--- src/rtl/ghost_palette_sequencer_if.sv ---
// Ghost palette sequencer bus: game events in, per-ghost palette index and visibility out.
// master = game/event side, slave = sequencer.
interface ghost_palette_sequencer_if #(
    parameter int unsigned NUM_GHOSTS = 4
);
    logic                      frame_tick;
    logic                      power_pellet;
    logic [NUM_GHOSTS-1:0]     ghost_eaten;
    logic [NUM_GHOSTS-1:0]     ghost_home;
    logic [3*NUM_GHOSTS-1:0]   ghost_color_idx;
    logic [NUM_GHOSTS-1:0]     body_visible;
    logic                      fright_active;
    logic [1:0]                eat_combo;

    modport master (
        output frame_tick, power_pellet, ghost_eaten, ghost_home,
        input  ghost_color_idx, body_visible, fright_active, eat_combo
    );

    modport slave (
        input  frame_tick, power_pellet, ghost_eaten, ghost_home,
        output ghost_color_idx, body_visible, fright_active, eat_combo
    );
endinterface

--- src/rtl/ghost_palette_sequencer.sv ---
// Per-ghost colour-mode controller for the 8-entry palette.
// Tracks NORMAL/FRIGHT/EATEN per ghost, runs the fright timer, and reports the eat combo.
// Define GHOST_FLASH_EN to build the blue/white flash at the end of fright; without it
// frightened ghosts stay blue until expiry.
module ghost_palette_sequencer #(
    parameter int unsigned NUM_GHOSTS    = 4,
    parameter int unsigned FRIGHT_FRAMES = 360,
    parameter int unsigned FLASH_FRAMES  = 120,
    parameter int unsigned FLASH_PERIOD  = 12
) (
    input  logic                        Clk,
    input  logic                        Reset,
    ghost_palette_sequencer_if.slave    seq_io
);

    localparam int unsigned CntW = $clog2(FRIGHT_FRAMES + 1);

    localparam logic [2:0] ColBlue  = 3'd4;
    localparam logic [2:0] ColWhite = 3'd5;

    // Elaboration-time parameter sanity.
    if (FLASH_FRAMES >= FRIGHT_FRAMES) begin : g_bad_flash_frames
        $error("FLASH_FRAMES must be less than FRIGHT_FRAMES");
    end
    if (FLASH_PERIOD < 1) begin : g_bad_flash_period
        $error("FLASH_PERIOD must be at least 1");
    end

    typedef enum logic [1:0] {
        StNormal,
        StFright,
        StEaten
    } ghost_state_e;

    ghost_state_e            state_q [NUM_GHOSTS];
    ghost_state_e            state_d [NUM_GHOSTS];
    logic [CntW-1:0]         fright_cnt_q, fright_cnt_d;
    logic [1:0]              combo_q, combo_d;
    logic                    expiry;
    logic                    flash_white;
    logic [NUM_GHOSTS-1:0]   eat_ok;
    logic [3*NUM_GHOSTS-1:0] color_idx;
    logic [NUM_GHOSTS-1:0]   visible;

    function automatic logic [2:0] base_color(input int unsigned g);
        case (g % 4)
            0:       return 3'd7;  // red
            1:       return 3'd1;  // pink
            2:       return 3'd2;  // cyan
            default: return 3'd3;  // orange
        endcase
    endfunction

    // Fright timer: pellet reloads, frame_tick counts down to zero without wrapping.
    always_comb begin
        fright_cnt_d = fright_cnt_q;
        if (seq_io.power_pellet) begin
            fright_cnt_d = CntW'(FRIGHT_FRAMES);
        end else if (seq_io.frame_tick && (fright_cnt_q != '0)) begin
            fright_cnt_d = fright_cnt_q - CntW'(1);
        end
        // A reload in the same cycle cancels expiry.
        expiry = seq_io.frame_tick && (fright_cnt_q == CntW'(1)) && !seq_io.power_pellet;
    end

`ifdef GHOST_FLASH_EN
    localparam int unsigned FlashW = (FLASH_PERIOD > 1) ? $clog2(FLASH_PERIOD) : 1;

    logic [FlashW-1:0] flash_cnt_q, flash_cnt_d;
    logic              flash_phase_q, flash_phase_d;

    // Flash divider: counts frame_ticks and toggles the phase on each wrap.
    always_comb begin
        flash_cnt_d   = flash_cnt_q;
        flash_phase_d = flash_phase_q;
        if (seq_io.power_pellet) begin
            flash_cnt_d   = '0;
            flash_phase_d = 1'b0;
        end else if (seq_io.frame_tick) begin
            if (flash_cnt_q == FlashW'(FLASH_PERIOD - 1)) begin
                flash_cnt_d   = '0;
                flash_phase_d = ~flash_phase_q;
            end else begin
                flash_cnt_d = flash_cnt_q + FlashW'(1);
            end
        end
    end

    // Flash divider state.
    always_ff @(posedge Clk or posedge Reset) begin
        if (Reset) begin
            flash_cnt_q   <= '0;
            flash_phase_q <= 1'b0;
        end else begin
            flash_cnt_q   <= flash_cnt_d;
            flash_phase_q <= flash_phase_d;
        end
    end

    assign flash_white = flash_phase_q && (fright_cnt_q != '0) &&
                         (fright_cnt_q <= CntW'(FLASH_FRAMES));
`else
    assign flash_white = 1'b0;
`endif

    // Per-ghost next state and eat combo.
    always_comb begin
        eat_ok  = '0;
        combo_d = combo_q;
        for (int unsigned i = 0; i < NUM_GHOSTS; i++) begin
            state_d[i] = state_q[i];
            unique case (state_q[i])
                StNormal: begin
                    if (seq_io.power_pellet) state_d[i] = StFright;
                end
                StFright: begin
                    if (seq_io.ghost_eaten[i]) begin
                        eat_ok[i]  = 1'b1;
                        state_d[i] = StEaten;
                    end else if (expiry) begin
                        state_d[i] = StNormal;
                    end
                end
                StEaten: begin
                    // Pellet is ignored; home always returns to NORMAL.
                    if (seq_io.ghost_home[i]) state_d[i] = StNormal;
                end
                default: state_d[i] = StNormal;
            endcase
        end
        if (seq_io.power_pellet) begin
            // A new fright restarts the combo; an eat in the same cycle counts as the first.
            combo_d = (eat_ok != '0) ? 2'd1 : 2'd0;
        end else begin
            for (int unsigned i = 0; i < NUM_GHOSTS; i++) begin
                if (eat_ok[i] && (combo_d != 2'd3)) combo_d = combo_d + 2'd1;
            end
        end
    end

    // Ghost states, fright timer and combo.
    always_ff @(posedge Clk or posedge Reset) begin
        if (Reset) begin
            for (int unsigned i = 0; i < NUM_GHOSTS; i++) state_q[i] <= StNormal;
            fright_cnt_q <= '0;
            combo_q      <= '0;
        end else begin
            for (int unsigned i = 0; i < NUM_GHOSTS; i++) state_q[i] <= state_d[i];
            fright_cnt_q <= fright_cnt_d;
            combo_q      <= combo_d;
        end
    end

    // Colour and visibility decode from registered state.
    always_comb begin
        color_idx = '0;
        visible   = '0;
        for (int unsigned i = 0; i < NUM_GHOSTS; i++) begin
            color_idx[3*i +: 3] = base_color(i);
            visible[i]          = 1'b1;
            unique case (state_q[i])
                StFright: color_idx[3*i +: 3] = flash_white ? ColWhite : ColBlue;
                StEaten:  visible[i] = 1'b0;
                default:  ;
            endcase
        end
    end

    assign seq_io.ghost_color_idx = color_idx;
    assign seq_io.body_visible    = visible;
    assign seq_io.fright_active   = (fright_cnt_q != '0);
    assign seq_io.eat_combo       = combo_q;

endmodule

--- src/flat_wrapper.sv ---
// flat-port wrapper written by rule: the top's interface ports become plain ports
module ghost_palette_sequencer_flat 
#(
    parameter int unsigned NUM_GHOSTS    = 4,
    parameter int unsigned FRIGHT_FRAMES = 360,
    parameter int unsigned FLASH_FRAMES  = 120,
    parameter int unsigned FLASH_PERIOD  = 12
)
  (Clk, Reset, seq_io_frame_tick, seq_io_power_pellet, seq_io_ghost_eaten, seq_io_ghost_home, seq_io_ghost_color_idx, seq_io_body_visible, seq_io_fright_active, seq_io_eat_combo);
  ghost_palette_sequencer_if #(.NUM_GHOSTS(NUM_GHOSTS)) seq_io_i ();
  input  logic Clk;
  input  logic Reset;
  input wire logic [$bits(seq_io_i.frame_tick)-1:0] seq_io_frame_tick;
  input wire logic [$bits(seq_io_i.power_pellet)-1:0] seq_io_power_pellet;
  input wire logic [$bits(seq_io_i.ghost_eaten)-1:0] seq_io_ghost_eaten;
  input wire logic [$bits(seq_io_i.ghost_home)-1:0] seq_io_ghost_home;
  output wire logic [$bits(seq_io_i.ghost_color_idx)-1:0] seq_io_ghost_color_idx;
  output wire logic [$bits(seq_io_i.body_visible)-1:0] seq_io_body_visible;
  output wire logic [$bits(seq_io_i.fright_active)-1:0] seq_io_fright_active;
  output wire logic [$bits(seq_io_i.eat_combo)-1:0] seq_io_eat_combo;
  assign seq_io_i.frame_tick = seq_io_frame_tick;
  assign seq_io_i.power_pellet = seq_io_power_pellet;
  assign seq_io_i.ghost_eaten = seq_io_ghost_eaten;
  assign seq_io_i.ghost_home = seq_io_ghost_home;
  assign seq_io_ghost_color_idx = seq_io_i.ghost_color_idx;
  assign seq_io_body_visible = seq_io_i.body_visible;
  assign seq_io_fright_active = seq_io_i.fright_active;
  assign seq_io_eat_combo = seq_io_i.eat_combo;
  ghost_palette_sequencer #(.NUM_GHOSTS(NUM_GHOSTS), .FRIGHT_FRAMES(FRIGHT_FRAMES), .FLASH_FRAMES(FLASH_FRAMES), .FLASH_PERIOD(FLASH_PERIOD)) u_core (.Clk(Clk), .Reset(Reset), .seq_io(seq_io_i));
endmodule
--- config.mk ---
export PLATFORM = sky130hd
export DESIGN_NAME = ghost_palette_sequencer_flat
export DESIGN_NICKNAME = d
export VERILOG_FILES = /design/src/rtl/ghost_palette_sequencer_if.sv /design/src/rtl/ghost_palette_sequencer.sv /design/src/flat_wrapper.sv
export SDC_FILE = /design/constraint.sdc
export NUM_CORES = 1
export LEC_CHECK = 0
export CAP_MARGIN = 10
export CORE_MARGIN = 8
export CORE_UTILIZATION = 53
export CTS_CLUSTER_SIZE = 8
export DETAILED_ROUTE_END_ITERATION = 12
export GPL_ROUTABILITY_DRIVEN = 0
export PLACE_DENSITY = 0.8
export SLEW_MARGIN = 20
export SYNTH_ARGS = -nofsm -noshare
export SYNTH_HDL_FRONTEND = slang
export SYNTH_SLANG_ARGS = --single-unit
--- constraint.sdc ---
create_clock -name Clk -period 7.35 [get_ports Clk]
set_input_delay 1.1025 -clock Clk [delete_from_list [all_inputs] [get_ports Clk]]
set_output_delay 1.1025 -clock Clk [all_outputs]
set_load 0.005 [all_outputs]
==> results of run 1 <==
==> flip-flops by register name (all words and copies together) (netlist names) <==
signal,flops
u_core.seq_io.eat_combo,2
u_core.state_q,8
u_core.fright_cnt_q,9
==> critical path, cell delays in order <==
cell and delay, ns:
clkdlybuf4s50_1 0.47, and4bb_2 0.28, mux2_2 0.37, ha_1 0.19
and4bb_2 0.34, xor3_2 0.30, ha_1 0.23, nor4bb_1 0.80
a21oi_1 0.07, o21ai_0 0.14, nand2_1 0.09, ha_1 0.20
nor2_1 0.16, xnor3_1 0.24, mux2i_1 0.13
==> per-stage QoR <==
stage	setup WS (ns)	hold WS (ns)	cell area (sq um)	power, mW
CTS	2.47	0.481	1590	0.523
floorplan	3.22	0.430	1300	0.347
global route	2.21	0.498	1590	0.564
global placement	2.39	0.457	1570	0.449
detailed placement	2.13	0.462	1570	0.467
finish	2.45	0.475	1590	0.516
==> cells in the final DEF, fill, tap and decap left out, types with 3 or more instances in the layout <==
| cell type | netlist | layout |
|---|---|---|
| conb_1 | 2 | 3 |
| a21oi_1 | 5 | 5 |
| clkdlybuf4s50_1 | 0 | 27 |
| ha_1 | 7 | 7 |
| nand2b_1 | 11 | 11 |
| xor2_1 | 5 | 5 |
| nand3b_1 | 4 | 4 |
| nor2_1 | 13 | 13 |
| a31oi_1 | 5 | 5 |
| dfrtp_1 | 19 | 19 |
| xnor2_1 | 3 | 3 |
| inv_1 | 13 | 13 |
| clkbuf_4 | 0 | 3 |
| nor2b_1 | 6 | 6 |
| o21ai_0 | 6 | 6 |
| and4bb_2 | 3 | 3 |
| nand2_1 | 3 | 3 |
==> power groups by stage <==
| stage | Sequential [mW] | Clock (mW) | Combinational, mW |
|---|---|---|---|
| finish | 0.167 | 0.0555 | 0.294 |
| global route | 0.172 | 0.0611 | 0.330 |
| CTS | 0.167 | 0.0578 | 0.298 |
| detailed placement | 0.169 | 0 | 0.297 |
| global placement | 0.168 | 0 | 0.281 |
| floorplan | 0.159 | 0 | 0.188 |
==> worst max path at each step <==
| stage | end | startpoint | slack, ns |
|---|---|---|---|
| after floorplan | u_core.seq_io.eat_combo[0] | seq_io_ghost_eaten[0] | 3.22 |
| after global placement | u_core.seq_io.eat_combo[1] | seq_io_ghost_eaten[0] | 2.39 |
| after detailed placement | u_core.seq_io.eat_combo[0] | seq_io_ghost_eaten[0] | 2.13 |
| after CTS | u_core.seq_io.eat_combo[0] | seq_io_ghost_eaten[0] | 2.47 |
| after global routing | u_core.seq_io.eat_combo[0] | seq_io_ghost_eaten[0] | 2.21 |
| final | u_core.seq_io.eat_combo[0] | seq_io_ghost_eaten[0] | 2.45 |
==> metal layers <==
layer  track usage (%)  wire (um)
met5                 0          0
met4              6.54         60
met3              3.91        144
met2              24.5       1430
met1              15.5       1240
==> area by class of cell <==
class / count / area share, %
Inverter: 13 / 3.07
Timing Repair Buffer: 27 / 17.0
Multi-Input combinational cell: 96 / 46.1
Clock buffer: 4 / 1.65
Tap cell: 30 / 2.36
Sequential cell: 19 / 29.9
==> logic make-up (layout without fill, tap and decap cells) <==
family / Yosys count / in the layout / synth area share (%)
adder cells (fa/ha/maj): 7 / 7 / 6.74
flip-flops: 19 / 19 / 36.6
AND/OR/NAND/NOR: 50 / 50 / 24.9
buffers and inverters: 20 / 44 / 7.23
multiplexers: 2 / 2 / 1.64
other: 2 / 3 / 0.578
XOR/XNOR: 10 / 10 / 9.06
AO/OA/AOI/OAI: 24 / 24 / 13.3
==> metrics.csv, run 1 <==
stage;metric;value;unit
cts;CTS max path bufs;2;
synthesis;Primary FF master, synth;dfrtp_1;
grt;vias in the first global route;1088;
floorplan;die height;65.5;um
synthesis;Seq/Total Area, Yosys;36.6;%
run;max-cap viol count;0;
critical_path;WP data required;7.58;ns
layout;nets;179;
timing;final slew viol count;0;
grt;global-route wire length before repair;4750;um
detailed_routing;drc violations;0;
floorplan;die footprint;4290;sq um
timing;setup TNS;0;ns
detailed_routing;routed via count divided by cell count;5.47;
timing;Slew HR;38.0;%
timing;RSZ-0062 raised after global routing;no;
floorplan;Starting Density;53.9;%
pwr;Internal Power;328;uW
critical_path;FF-to-FF Start;u_core.seq_io.eat_combo[0];
layout;Util after Layout;66.0;%
worst_hold_path;worst hold endpoint;u_core.state_q[0];
grt;largest net degree at the start of global routing;20;
layout;non-filler instance count after layout;189;
layout;fillers;196;
synthesis;number of synthesized flops with an enable pin;0;
synthesis;register bit total from synthesis;19;
worst_hold_path;Hold Crit Start;u_core.state_q[1];
grt;Overflow after GRT;0;
synthesis;synth top area cells;dfrtp_1 37%, ha_1 6.7%, nand2b_1 5.3%, inv_1 3.8%, nor2_1 3.8%;
synthesis;Ys Warns;0;
cts;worst skew pair latency;0.30;ns
synthesis;share of the synthesized area in the top cell type;36.6;%
synthesis;post-synth cell types;38;
critical_path;Critical Path Fanout Max;5;
pwr;Pleak;0.670;nW
timing;final critical-path required period;4.90;ns
grt;initial antenna violation count;0;
layout;# diodes;0;
critical_path;Worst R2R Setup Slack;3.00;ns
critical_path;FF-to-FF End;u_core.seq_io.eat_combo[0];
synthesis;Avg Cell Area, Syn;9.69;sq um
synthesis;Synth area leader;dfrtp_1;
timing;Layout Skew;0.00741;ns
critical_path;Worst EP arrival;5.13;ns
critical_path;crit start category;primary input;
timing;endpoints failing setup;0;
place;post-DP HPWL;2260;um
layout;layout cells sized above 1;7.55;%
cts;CTS tree;yes;
cts;Post-CTS Resized;0;
synthesis;most frequent cell after synthesis;dfrtp_1;
floorplan;Core ar.;2410;sq um
cts;CTS hold repair buffers;0;
timing;Worst-Margin Slew;0.918;ns
timing;fmax;204;MHz
pwr;power share of the sequential group;32.4;%
floorplan;Die X;65.5;um
pwr;maximum vdd ir drop;0.000249;V
place;dpl cells;185;
critical_path;Worst R2R Path Depth;15;
synthesis;Syn Std Cell Area;1300;sq um
layout;area grow syn2layout;22.5;%
worst_hold_path;worst hold path class;register to register;
cts;clk slew on worst S/H paths;0.12;ns
cts;CTS Buf Count;3;
detailed_routing;remaining antenna violation count;0;
grt;Total GRT Usage;14.1;%
detailed_routing;Routed wire per std cell;15.2;um
detailed_routing;DR iter-0 viols;40;
pwr;net switching power;188;uW
worst_hold_path;hold path cells;1;
cts;clk sinks;19;
pwr;clock network power share;10.8;%
detailed_routing;routed via count;1034;
cts;clock root buffer;clkbuf_4;
synthesis;Synth top cells by count;19 x dfrtp_1, 13 x inv_1, 13 x nor2_1;
cts;htree depth;1;
pwr;Cell Pwr Density;324;nW/um^2
critical_path;crit path capture type;register;
layout;Register Area;475;sq um
detailed_routing;First-pass DRT Iterations;4;
critical_path;critical path type;primary input to register;
floorplan;Ports;31;
detailed_routing;WL final;2870;um
cts;setup repair bufs after CTS;0;
pwr;switching share of power;36.4;%
run_status;status;finished, final reports clean;
synthesis;Post-synth ARST share;100;%
pwr;Comb pwr share;56.9;%
place;port bufs;27;
timing;Final period util;66.6;%
floorplan;FP Rows;18;
layout;area of the multi-input gates;733;sq um
timing;Final Hold Fails;0;
synthesis;cell count after synthesis;134;
Note: power is estimated with default switching activity, not from simulation.
==> inputs of run 2 (changes only) <==
- CORE_UTILIZATION: 53 -> 49
- PLACE_DENSITY: 0.8 -> 0.75
- clock period: 7.35 -> 4.7 ns (I/O delays scaled with it)
==> run 2 against run 1 <==
Utilization shrank 2.1 points. Critical path depth grew 1. Non-clock buffer count increased by 1. Register-to-register slack worse by 2.2 ns. Worst hold slack better by 0.016 ns. Largest power group unchanged.
==> metrics.csv, run 2 (synthesis gave the netlist of run 1 again) <==
stage;metric;value;unit;change
critical_path;Worst EP arrival;4.33;ns;was 5.13 ns
floorplan;Die X;67.5;um;was 65.5 um
timing;Layout Skew;0.00978;ns;was 0.00741 ns
detailed_routing;First-pass DRT Iterations;4;;unchanged
pwr;total power;805;uW;was 516 uW
layout;most common cell after layout, fill and taps aside;clkdlybuf4s50_1;;unchanged
pwr;maximum vdd ir drop;0.000351;V;was 0.000249 V
timing;final slew viol count;0;;unchanged
floorplan;die footprint;4550;sq um;was 4290 sq um
cts;htree depth;1;;unchanged
detailed_routing;drc violations;0;;unchanged
layout;# diodes;0;;unchanged
floorplan;FP Rows;18;;unchanged
layout;nets;180;;was 179
floorplan;die height;67.5;um;was 65.5 um
pwr;Pleak;0.675;nW;was 0.670 nW
cts;clk sinks;19;;unchanged
grt;Overflow after GRT;0;;unchanged
timing;RSZ-0062 raised after global routing;no;;unchanged
timing;Worst-Margin Slew;0.714;ns;was 0.918 ns
layout;layout cells sized above 1;8.13;%;was 7.55%
floorplan;Starting Density;52.0;%;was 53.9%
worst_hold_path;worst hold path class;register to register;;unchanged
timing;endpoints failing setup;0;;unchanged
grt;Total GRT Usage;12.6;%;was 14.1%
layout;area grow syn2layout;23.1;%;was 22.5%
timing;final critical-path required period;4.11;ns;
cts;worst skew pair latency;0.30;ns;about the same
layout;Biggest register;u_core.fright_cnt_q;;unchanged
cts;setup repair bufs after CTS;0;;unchanged
layout;fillers;230;;was 196
place;dpl cells;186;;was 185
place;post-DP HPWL;2170;um;was 2260 um
cts;CTS tree;yes;;unchanged
grt;largest net degree at the start of global routing;20;;unchanged
grt;vias in the first global route;1032;;was 1088
layout;non-filler instance count after layout;190;;was 189
detailed_routing;Routed wire per std cell;14.3;um;was 15.2 um
cts;CTS hold repair buffers;0;;unchanged
detailed_routing;routed via count divided by cell count;5.26;;was 5.47
timing;Final period util;87.5;%;
detailed_routing;remaining antenna violation count;0;;unchanged
cts;clk slew on worst S/H paths;0.10;ns;was 0.12 ns
critical_path;crit path capture type;register;;unchanged
timing;setup TNS;0;ns;unchanged
timing;worst hold margin;0.490;ns;was 0.475 ns
run;max-cap viol count;0;;unchanged
detailed_routing;DR iter-0 viols;22;;was 40
critical_path;Critical Path Fanout Max;5;;unchanged
cts;Post-CTS Resized;0;;unchanged
detailed_routing;routed via count;1000;;was 1034
floorplan;Core ar.;2500;sq um;was 2410 sq um
layout;most frequent cells in the layout;27 x clkdlybuf4s50_1, 19 x dfrtp_1, 13 x inv_1, 13 x nor2_1, 11 x nand2b_1;;unchanged
grt;global-route wire length before repair;4550;um;was 4750 um
timing;Slew HR;52.3;%;was 38.0%
cts;clock root buffer;clkbuf_4;;unchanged
run_status;status;finished, final reports clean;;unchanged
critical_path;WP data required;4.91;ns;was 7.58 ns
pwr;Cell Pwr Density;503;nW/um^2;was 324 nW/um^2
critical_path;critical path type;primary input to register;;unchanged
detailed_routing;WL final;2720;um;was 2870 um
floorplan;Ports;31;;unchanged
grt;initial antenna violation count;0;;unchanged
timing;Final Hold Fails;0;;unchanged
critical_path;crit start category;primary input;;unchanged
cts;CTS Buf Count;3;;unchanged
cts;CTS max path bufs;2;;unchanged
place;port bufs;27;;unchanged
layout;number of flip-flops in the largest register;9;;unchanged
timing;fmax;243;MHz;
[run 2: cell types whose count changed in the layout (fill, tap and decap cells not counted), sizes merged]
cell  previous run  this run
buf              0         1
[run 2: metal layers]
metal  share of wire, %  global-route usage (%)  wire, um  vias up
li1                   -                       -         -      508
met1                 47                    15.5      1290      462
met2                 45                    19.9      1220       28
met3                7.1                    5.46       192        2
met4               0.59                    3.13        16        0
met5                  0                       0         0        -
[run 2: cell type report]
cell class	instances	area (sq um)	share of cell area, %
inverters	13	48.8	3.05
clock buffers	4	26.3	1.64
well taps	30	37.5	2.35
multi-input cells	96	733	45.9
flip-flops and latches	19	475	29.7
repair buffers	28	278	17.4
[run 2: critical path, cell delays in order]
cell	delay [ns]
clkdlybuf4s50_1	0.47
and4bb_2	0.28
mux2_2	0.37
ha_1	0.17
and4bb_2	0.34
xor3_2	0.31
ha_1	0.22
nor4bb_1	0.27
buf_4	0.19
a21oi_1	0.04
o21ai_0	0.12
nand2_1	0.10
ha_1	0.21
nor2_1	0.16
xnor3_1	0.23
mux2i_1	0.13
[run 2: worst paths after layout]
| path | end | startpoint | cells past startpoint | slack (ns) |
|---|---|---|---|---|
| max | u_core.seq_io.eat_combo[0] | seq_io_ghost_eaten[0] | 16 | 0.59 |
| min | u_core.state_q[6] | u_core.state_q[7] | 1 | 0.49 |
| max reg2reg | u_core.seq_io.eat_combo[0] | u_core.seq_io.eat_combo[0] | 16 | 0.77 |
| min reg2reg | u_core.state_q[6] | u_core.state_q[7] | 1 | 0.49 |
| max in group asynchronous | u_core.fright_cnt_q[5] | Reset | 2 | 3.42 |
| min in group asynchronous | u_core.fright_cnt_q[1] | Reset | 2 | 0.82 |
[run 2: where the power goes]
part | switching [mW] | internal, mW | leakage (nW)
Sequential | 0.0556 | 0.207 | 0.230
Combinational | 0.183 | 0.277 | 0.430
Clock | 0.0491 | 0.0330 | 0.0150
[run 2: stage by stage]
stage	worst slack (ns)	cell area, sq um	utilization [%]
global placement	0.448	1570	62.9
CTS	0.592	1600	64.0
detailed placement	0.286	1570	62.9
global route	0.361	1600	64.0
floorplan	0.968	1300	-
finish	0.588	1600	64.0
==> inputs of run 3 (changes only) <==
- PLACE_DENSITY: 0.75 -> 0.79
- SKIP_LAST_GASP: unset -> 1
==> run 3 against run 2 <==
Non-clock buffer count did not move. Sequential cell count did not move. Clock power rose by 3.4%. Worst hold slack got worse by 0.0053 ns. Critical path depth did not move. Sequential power fell by 2%. Sequential share of layout area did not move. Cell area did not move. Cell count did not move. Critical path type unchanged. Critical endpoint unchanged. Highest routed layer unchanged.
==> metrics.csv, run 3 (synthesis gave the netlist of run 1 again) <==
stage;metric;value;unit;change
critical_path;most used cell, CP;ha_1;;unchanged
pwr;Comb pwr share;57.5;%;was 57.1%
detailed_routing;DR iter-0 viols;32;;was 22
cts;CTS tree;yes;;unchanged
critical_path;WP data required;4.93;ns;was 4.91 ns
timing;final critical-path required period;4.12;ns;was 4.11 ns
cts;htree depth;1;;unchanged
run;max-cap viol count;0;;unchanged
detailed_routing;routed via count;1026;;was 1000
cts;worst skew pair latency;0.30;ns;about the same
cts;clk sinks;19;;unchanged
place;port bufs;27;;unchanged
critical_path;crit path capture type;register;;unchanged
worst_hold_path;worst hold path class;register to register;;unchanged
cts;clock root buffer;clkbuf_4;;unchanged
timing;Worst-Margin Slew;0.749;ns;was 0.714 ns
timing;setup TNS;0;ns;unchanged
timing;Layout Skew;0.00208;ns;was 0.00978 ns
layout;number of flip-flops in the largest register;9;;unchanged
layout;Register Area;475;sq um;unchanged
pwr;net switching power;292;uW;was 288 uW
pwr;Pleak;0.675;nW;unchanged
grt;Overflow after GRT;0;;unchanged
layout;nets;180;;unchanged
critical_path;Critical Path Fanout Max;5;;unchanged
detailed_routing;drc violations;0;;unchanged
timing;RSZ-0062 raised after global routing;no;;unchanged
detailed_routing;First-pass DRT Iterations;4;;unchanged
floorplan;FP Rows;18;;unchanged
timing;worst hold margin;0.485;ns;was 0.490 ns
cts;Post-CTS Resized;0;;unchanged
layout;fillers;210;;was 230
critical_path;critical path, cell by cell;clkdlybuf4s50_1 > and4bb_2 > mux2_2 > ha_1 > and4bb_2 > xor3_2 > ha_1 > nor4bb_1 > buf_4 > a21oi_1 > o21ai_0 > nand2_1 > ha_1 > nor2_1 > xnor3_1 > mux2i_1;;unchanged
pwr;switching share of power;36.1;%;was 35.7%
grt;initial antenna violation count;0;;unchanged
grt;largest net degree at the start of global routing;20;;unchanged
cts;CTS max path bufs;2;;unchanged
layout;most common cell after layout, fill and taps aside;clkdlybuf4s50_1;;unchanged
grt;vias in the first global route;1117;;was 1032
pwr;total power;808;uW;was 805 uW
floorplan;Die X;67.5;um;unchanged
cts;CTS hold repair buffers;0;;unchanged
floorplan;Core ar.;2500;sq um;unchanged
layout;# diodes;0;;unchanged
cts;clk slew on worst S/H paths;0.11;ns;was 0.10 ns
critical_path;Worst EP arrival;4.35;ns;was 4.33 ns
floorplan;die footprint;4550;sq um;unchanged
critical_path;peak per-stage delay on the critical path;0.48;ns;was 0.47 ns
layout;Biggest register;u_core.fright_cnt_q;;unchanged
place;post-DP HPWL;2130;um;was 2170 um
timing;Final Hold Fails;0;;unchanged
critical_path;Slowest cell on crit path;clkdlybuf4s50_1;;unchanged
grt;Total GRT Usage;13.8;%;was 12.6%
layout;area grow syn2layout;23.1;%;unchanged
pwr;Internal Power;517;uW;about the same
pwr;clock network power share;10.5;%;was 10.2%
grt;global-route wire length before repair;4960;um;was 4550 um
pwr;Cell Pwr Density;506;nW/um^2;was 503 nW/um^2
layout;Util after Layout;64.0;%;unchanged
cts;CTS Buf Count;3;;unchanged
detailed_routing;remaining antenna violation count;0;;unchanged
detailed_routing;Routed wire per std cell;15.0;um;was 14.3 um
timing;Final period util;87.6;%;was 87.5%
layout;layout cells sized above 1;8.13;%;unchanged
layout;area of the multi-input gates;733;sq um;unchanged
critical_path;critical path type;primary input to register;;unchanged
timing;final slew viol count;0;;unchanged
floorplan;Starting Density;52.0;%;unchanged
run_status;status;finished, final reports clean;;unchanged
floorplan;Ports;31;;unchanged
layout;most frequent cells in the layout;27 x clkdlybuf4s50_1, 19 x dfrtp_1, 13 x inv_1, 13 x nor2_1, 11 x nand2b_1;;unchanged
timing;fmax;243;MHz;about the same
pwr;maximum vdd ir drop;0.000382;V;was 0.000351 V
cts;setup repair bufs after CTS;0;;unchanged
timing;Slew HR;50.0;%;was 52.3%
timing;endpoints failing setup;0;;unchanged
pwr;power share of the sequential group;32.0;%;was 32.7%
detailed_routing;routed via count divided by cell count;5.40;;was 5.26
critical_path;crit start category;primary input;;unchanged
detailed_routing;WL final;2860;um;was 2720 um
floorplan;die height;67.5;um;unchanged
## run 3: cell counts in the layout (fill, tap and decap cells not counted)
No cell type changed its count.
## run 3: worst max-delay path: cells and delay by family
family                     cells  cell delay, ns
adders and majority gates      3            0.60
muxes                          2            0.49
xor gates and xnor gates       2            0.54
buffers and inverters          2            0.68
and+or+nand+nor                5            1.17
AOI/OAI and AO/OA              2            0.16
## run 3: area by class of cell
class	count	share of cell area (%)
multi-input combinational	96	45.9
sequential	19	29.7
inverter	13	3.05
tap	30	2.35
clock buffer	4	1.64
timing repair buffer	28	17.4
## run 3: layer usage
layer,routed length [um],vias up,global-route usage (%),share of wire [%]
li1,-,509,-,-
met1,1260,481,15.8,44
met2,1340,32,22.7,47
met3,204,4,3.64,7.1
met4,49,0,7.57,1.7
met5,0,-,0,0
## run 3: power by group through the flow
| stage | combinational [mW] | sequential (mW) | clock [mW] |
|---|---|---|---|
| after detailed placement | 0.464 | 0.262 | 0 |
| after global placement | 0.445 | 0.259 | 0 |
| after floorplan | 0.294 | 0.249 | 0 |
| after CTS | 0.469 | 0.259 | 0.0884 |
| after global routing | 0.529 | 0.268 | 0.0961 |
| final | 0.465 | 0.259 | 0.0850 |
## run 3: worst paths after layout
kind | cells past startpoint | to | slack (ns) | startpoint
setup reg to reg | 16 | u_core.seq_io.eat_combo[0] | 0.76 | u_core.seq_io.eat_combo[0]
min in group asynchronous | 2 | u_core.fright_cnt_q[1] | 0.82 | Reset
max in group asynchronous | 2 | u_core.seq_io.eat_combo[1] | 3.41 | Reset
hold reg to reg | 1 | u_core.state_q[0] | 0.48 | u_core.state_q[1]
setup / recovery | 16 | u_core.seq_io.eat_combo[0] | 0.58 | seq_io_ghost_eaten[0]
hold / removal | 1 | u_core.state_q[0] | 0.48 | u_core.state_q[1]
## run 3: through the flow
step                      cells  area (sq um)  setup slack (ns)
after detailed placement    186          1570             0.291
after CTS                   190          1600             0.595
after global routing        190          1600             0.274
final                       190          1600             0.580
after global placement      186          1570             0.449
after floorplan             135          1300             0.968
